[src/rtl/bus_switch_pkg.sv]
// Purpose: shared types and idle pin values for the SRAM/UART bus owner switch.
// Latency: n/a (type and constant definitions only).
// Backpressure: n/a.
package bus_switch_pkg;

    typedef enum logic [1:0] {
        OWN   = 2'd0,
        DRAIN = 2'd1,
        GAP   = 2'd2
    } sw_state_t;

    // Control strobe bundle, MSB first: {data_oe, en_n, oe_n, we_n, rdn, wrn}.
    // Idle means nobody drives data and every active-low strobe is released.
    localparam int              CTRL_W    = 6;
    localparam logic [CTRL_W-1:0] CTRL_IDLE = 6'b011111;

endpackage

[src/rtl/bus_mux_reg.sv]
// Purpose: N-to-1 registered mux with a force-idle override, used for the pin path.
// Latency: 1 cycle from din/sel to dout.
// Backpressure: none; dout is rewritten every cycle.
// Ports: clk, rst (async active-high, loads IDLE), sel (channel index),
//        force_idle (load IDLE this cycle), din (N packed W-bit words), dout.
module bus_mux_reg #(
    parameter int           N     = 4,
    parameter int           W     = 8,
    parameter int           SEL_W = 2,
    parameter logic [W-1:0] IDLE  = '0
) (
    input  logic             clk,
    input  logic             rst,
    input  logic [SEL_W-1:0] sel,
    input  logic             force_idle,
    input  logic [N*W-1:0]   din,
    output logic [W-1:0]     dout
);

    always_ff @(posedge clk or posedge rst) begin
        if (rst) begin
            dout <= IDLE;
        end else if (force_idle || int'(sel) >= N) begin
            dout <= IDLE;
        end else begin
            dout <= din[int'(sel)*W +: W];
        end
    end

endmodule

[src/rtl/bus_owner_switch.sv]
// Purpose: hands the shared SRAM/UART pin bus to one client channel at a time, with drain + dead-time gap.
// Latency: pins follow the owner's signals 1 cycle late; an owner change takes drain + GAP_CYC cycles.
// Backpressure: owner is held until its busy drops (or DRAIN_MAX forces it); clients wait while switching=1.
// Ports: clk, rst (async active-high); sel_in requested owner; per-channel ch_* busy/addr/wdata/strobes;
//        ram_rdata from the pin wrapper; ch_grant one-hot grant; ch_rdata broadcast read data;
//        registered ram_*/uart_* pins; owner, switching, err_timeout (sticky), err_bad_sel (pulse).
module bus_owner_switch
    import bus_switch_pkg::*;
#(
    parameter int N_CH      = 4,
    parameter int AW        = 18,
    parameter int DW        = 16,
    parameter int GAP_CYC   = 2,
    parameter int DRAIN_MAX = 255,
    parameter int SEL_W     = $clog2(N_CH)
) (
    input  logic                clk,
    input  logic                rst,
    input  logic [SEL_W-1:0]    sel_in,
    input  logic [N_CH-1:0]     ch_busy,
    input  logic [N_CH*AW-1:0]  ch_addr,
    input  logic [N_CH*DW-1:0]  ch_wdata,
    input  logic [N_CH-1:0]     ch_data_oe,
    input  logic [N_CH-1:0]     ch_en_n,
    input  logic [N_CH-1:0]     ch_oe_n,
    input  logic [N_CH-1:0]     ch_we_n,
    input  logic [N_CH-1:0]     ch_rdn,
    input  logic [N_CH-1:0]     ch_wrn,
    input  logic [DW-1:0]       ram_rdata,
    output logic [N_CH-1:0]     ch_grant,
    output logic [DW-1:0]       ch_rdata,
    output logic [AW-1:0]       ram_addr,
    output logic [DW-1:0]       ram_wdata,
    output logic                ram_data_oe,
    output logic                ram_en_n,
    output logic                ram_oe_n,
    output logic                ram_we_n,
    output logic                uart_rdn,
    output logic                uart_wrn,
    output logic [SEL_W-1:0]    owner,
    output logic                switching,
    output logic                err_timeout,
    output logic                err_bad_sel
);

    localparam int PW  = AW + DW + CTRL_W;
    localparam int GW  = $clog2(GAP_CYC + 1);
    localparam int DCW = $clog2(DRAIN_MAX + 1);
    localparam logic [GW-1:0]  GAP_LAST   = GW'(GAP_CYC - 1);
    localparam logic [DCW-1:0] DRAIN_LAST = DCW'(DRAIN_MAX - 1);
    localparam logic [PW-1:0]  PIN_IDLE   = {{(AW + DW){1'b0}}, CTRL_IDLE};

    sw_state_t        state;
    logic [SEL_W-1:0] target;
    logic [GW-1:0]    gap_cnt;
    logic [DCW-1:0]   drain_cnt;
    logic             bad_q;

    logic             sel_ok;
    logic             go_gap;
    logic [SEL_W-1:0] nxt_owner;
    logic [N_CH*PW-1:0] pin_in;
    logic [PW-1:0]    pin_q;

    assign ch_rdata  = ram_rdata;
    assign sel_ok    = int'(sel_in) < N_CH;
    // An invalid request on the last gap cycle falls back to the previous target.
    assign nxt_owner = sel_ok ? sel_in : target;
    // Leaving DRAIN this cycle: idle the pins on the same edge the grant drops.
    assign go_gap    = (state == DRAIN) && (sel_in != owner) &&
                       (!ch_busy[owner] || drain_cnt == DRAIN_LAST);

    always_ff @(posedge clk or posedge rst) begin
        if (rst) begin
            state       <= GAP;
            target      <= '0;
            owner       <= '0;
            gap_cnt     <= '0;
            drain_cnt   <= '0;
            ch_grant    <= '0;
            switching   <= 1'b1;
            err_timeout <= 1'b0;
            err_bad_sel <= 1'b0;
            bad_q       <= 1'b0;
        end else begin
            bad_q       <= !sel_ok;
            err_bad_sel <= !sel_ok && !bad_q;
            case (state)
                OWN: begin
                    if (sel_ok && sel_in != owner) begin
                        state     <= DRAIN;
                        drain_cnt <= '0;
                        switching <= 1'b1;
                    end
                end
                DRAIN: begin
                    if (sel_in == owner) begin
                        state     <= OWN;
                        switching <= 1'b0;
                    end else if (go_gap) begin
                        if (ch_busy[owner]) begin
                            err_timeout <= 1'b1;
                        end
                        state    <= GAP;
                        gap_cnt  <= '0;
                        ch_grant <= '0;
                    end else begin
                        drain_cnt <= drain_cnt + 1'b1;
                    end
                end
                default: begin
                    if (gap_cnt == GAP_LAST) begin
                        state     <= OWN;
                        switching <= 1'b0;
                        owner     <= nxt_owner;
                        target    <= nxt_owner;
                        ch_grant  <= N_CH'(1) << nxt_owner;
                    end else begin
                        gap_cnt <= gap_cnt + 1'b1;
                    end
                end
            endcase
        end
    end

    for (genvar i = 0; i < N_CH; i++) begin : g_pack
        assign pin_in[i*PW +: PW] = {ch_addr[i*AW +: AW], ch_wdata[i*DW +: DW],
                                     ch_data_oe[i], ch_en_n[i], ch_oe_n[i],
                                     ch_we_n[i], ch_rdn[i], ch_wrn[i]};
    end

    bus_mux_reg #(
        .N     (N_CH),
        .W     (PW),
        .SEL_W (SEL_W),
        .IDLE  (PIN_IDLE)
    ) u_pin_mux (
        .clk        (clk),
        .rst        (rst),
        .sel        (owner),
        .force_idle ((state == GAP) || go_gap),
        .din        (pin_in),
        .dout       (pin_q)
    );

    assign {ram_addr, ram_wdata, ram_data_oe, ram_en_n, ram_oe_n,
            ram_we_n, uart_rdn, uart_wrn} = pin_q;

endmodule
[config.mk]
export PLATFORM = sky130hd
export DESIGN_NAME = bus_owner_switch
export DESIGN_NICKNAME = d
export VERILOG_FILES = /design/src/rtl/bus_switch_pkg.sv /design/src/rtl/bus_mux_reg.sv /design/src/rtl/bus_owner_switch.sv
export SDC_FILE = /design/constraint.sdc
export NUM_CORES = 1
export LEC_CHECK = 0
export CORE_MARGIN = 5
export CORE_UTILIZATION = 30
export DETAILED_ROUTE_END_ITERATION = 10
export MAX_ROUTING_LAYER = met4
export PLACE_DENSITY = 0.71
export SLEW_MARGIN = 10
export SYNTH_ARGS = -nofsm -noshare
export SYNTH_HDL_FRONTEND = slang
export SYNTH_HIERARCHICAL = 1
export SYNTH_SLANG_ARGS = --single-unit
[constraint.sdc]
create_clock -name clk -period 2.8 [get_ports clk]
set_clock_uncertainty 0.1 [all_clocks]
set_input_delay 0.56 -clock clk [delete_from_list [all_inputs] [get_ports clk]]
set_output_delay 0.56 -clock clk [all_outputs]
set_load 0.03 [all_outputs]
==> impl_metrics.env <==
export IMPL_status="finished clean"
export IMPL_power_density_nw_per_um2=1020
export IMPL_place_congestion=0.860
export IMPL_dr_pass1_iters=4
export IMPL_die_x_um=118
export IMPL_tritoncts="done"
export IMPL_clockPowerShare=0.164
export IMPL_finalSetupViolCount=0
export IMPL_num_io_pins=249
export IMPL_async_flop_share=1.00
export IMPL_antenna_cells=0
export IMPL_yosys_register_bits=60
export IMPL_instances_no_fill=655
export IMPL_p_seq_frac=0.249
export IMPL_finalNetCount=694
export IMPL_crit_required_ns=2.93
export IMPL_dieArea_sq_um=13800
export IMPL_insertion_delay_ns=0.32
export IMPL_worstMarginPinSlew_ns=0.853
export IMPL_wl_per_cell_um=18.4
export IMPL_ys_flop_type="dfrtp_1"
export IMPL_syn_num_nets=496
export IMPL_rsz0062_at_grt="false"
export IMPL_antenna_found_initial=0
export IMPL_max_freq_mhz=424
export IMPL_period_minus_slack_ns=2.36
export IMPL_clock_path_buffers=2
export IMPL_cts_sinks=60
export IMPL_cp_end_kind="flip-flop"
export IMPL_cp_arrival_ns=2.49
export IMPL_ys_types=39
export IMPL_switchingPower_mw=2.50
export IMPL_root_buffer="clkbuf_16"
export IMPL_cp_max_fo=35
export IMPL_synth_area_sq_um=3470
export IMPL_fin_crit_sh=0.841
export IMPL_cp_start_kind="primary input"
export IMPL_cap_violations=0
export IMPL_yosys_area_share_simple=0.0801
export IMPL_synth_compound_area_share=0.133
export IMPL_initial_core_util=0.305
export IMPL_synth_top_family_by_area="multiplexers"
export IMPL_yosysSeqAreaShare=0.435
export IMPL_fin_hold_ws_ns=0.361
export IMPL_combPwrFrac=0.587
export IMPL_numCtsBuffers=9
export IMPL_synth_top_area_cell="dfrtp_1"
export IMPL_cts_setup_buffers=0
export IMPL_grt_pass1_vias=3541
export IMPL_wirelength_mm=12.0
export IMPL_critical_path_class="in -> reg"
export IMPL_grt_pass1_wl_mm=18.6
export IMPL_synth_edff_count=0
export IMPL_cellInternalPower_mw=3.52
export IMPL_max_slew_margin=0.430
export IMPL_cts_htree_levels=3
export IMPL_drt_iter0_drc=125
export IMPL_grt_max_degree=77
export IMPL_ctsResizeCount=0
export IMPL_clkSlewWorstSetupHoldPaths_ns=0.06
export IMPL_synthTopCellsByArea="dfrtp_1 (38%), mux2i_1 (20%), o22ai_1 (6.5%)"
export IMPL_die_y_um=118
export IMPL_synthMuxAreaShare=0.241
export IMPL_layout_area_overhead_vs_synth_pct=69.8
export IMPL_synth_xor_area_share=0.00505
export IMPL_peakVddDrop_mv=0.643
export IMPL_synthCells=309
export IMPL_syn_avg_cell_area_sq_um=11.2
export IMPL_via_count=3270
export IMPL_drt_vias_per_instance=4.99
export IMPL_fin_tns_setup_ns=0
export IMPL_port_buffers=215
export IMPL_drtAntennaViolNets=0
export IMPL_synth_top_area_frac=0.382
export IMPL_ys_warnings_count=6
export IMPL_grt_ovfl_total=0
export IMPL_finalHoldViolCount=0
export IMPL_route_detailed_drc=0
export IMPL_dp_hpwl_mm=9.58
export IMPL_yosys_top_cells_count="mux2i_1 (70), dfrtp_1 (53), o22ai_1 (36)"
export IMPL_leakage_nw=2.42
export IMPL_drive_gt1_frac=0.0820
export IMPL_synth_adder_area_share=0.0108
export IMPL_power_total_mw=6.02
export IMPL_num_rows=39
export IMPL_drv_slew=0
export IMPL_hold_path_class="reg -> reg"
export IMPL_grtUsageTotal=0.172
export IMPL_cts_hold_buffers=0
export IMPL_placed_cells=639
export IMPL_core_sq_um=11400
export IMPL_synth_most_common_cell="mux2i_1"
export IMPL_sw_frac_of_total=0.415
## worst max-delay path, cell delays in order
cell and delay [ns]:
clkdlybuf4s50_1 0.48, xnor2_1 0.34, a21o_1 0.23, nor3_4 0.05, a21o_1 0.19, or2_1 0.25
buf_12 0.17, o22ai_1 0.20
## power by group through the flow
| stage | registers (mW) | clock network (mW) | logic, mW |
|---|---|---|---|
| 4_1_cts | 1.50 | 1.01 | 3.58 |
| 3_3_place_gp | 1.49 | 0 | 3.51 |
| 3_5_place_dp | 1.51 | 0 | 3.57 |
| 2_1_floorplan | 2.11 | 0 | 1.74 |
| 6_report | 1.50 | 0.986 | 3.54 |
| 5_1_grt | 1.54 | 1.05 | 3.77 |
## stage by stage
stage	util	area, sq um	worst slack, ns
detailed placement	0.495	5620	0.136
global route	0.518	5890	0.352
global placement	0.495	5620	0.194
floorplan	-	3470	0.161
finish	0.518	5890	0.444
CTS	0.518	5890	0.466
## cell type report
cell class              instances  area, sq um
clock buffers                  13          250
clock inverters                 3         15.0
fillers                      1045         5480
inverters                      10         37.5
multi-input cells             202         1640
flip-flops and latches         60         1510
well taps                     143          179
repair buffers                224         2260
## cell families after synthesis
group	Yosys count
DFF	60
muxes	76
AOI/OAI and AO/OA	68
other	1
xor gates and xnor gates	2
adders and majority gates	3
buffers and inverters	47
and+or+nand+nor	52
## layer usage
layer  part of all wire  GRT usage  vias to the layer above
met5                  0          -                        -
met4              0.024     0.0616                        0
met3              0.069     0.0495                       18
met2               0.52      0.297                      165
met1               0.38      0.190                     1555
li1                   -          -                     1532
## layout by cell type (no fill, tap or decap), drive strengths merged, types with 4 or more instances in the layout
master,instances
dfstp,7
nand3,8
o22ai,36
o311ai,7
clkbuf,13
or3,4
dfrtp,53
o32ai,4
o21ai,8
clkdlybuf4s50,215
o211ai,4
buf,9
inv,10
or2,6
mux4,6
a21oi,4
nand2,21
mux2i,70
## path summary, 6_finish.rpt
path | from | endpoint | slack, ns | cells past startpoint
min in group asynchronous | rst | owner[0]$_DFFE_PP0P_ | 0.51 | 2
max | sel_in[1] | u_pin_mux/dout[22]$_DFF_PP0_ | 0.44 | 8
min | err_timeout$_DFFE_PP0P_ | err_timeout$_DFFE_PP0P_ | 0.36 | 1
max reg2reg | drain_cnt[0]$_DFFE_PP0P_ | u_pin_mux/dout[11]$_DFF_PP0_ | 0.56 | 9
max in group asynchronous | rst | u_pin_mux/dout[9]$_DFF_PP0_ | 1.37 | 2
min reg2reg | err_timeout$_DFFE_PP0P_ | err_timeout$_DFFE_PP0P_ | 0.36 | 1
## sequential cells by signal, indices dropped and copies added, names as in the netlist
name and cells:
ch_grant 4, drain_cnt 8, err_timeout 1, gap_cnt 2
owner 2, state 2, switching 1, u_pin_mux/dout 40
Power figures use the tool's default switching activity.
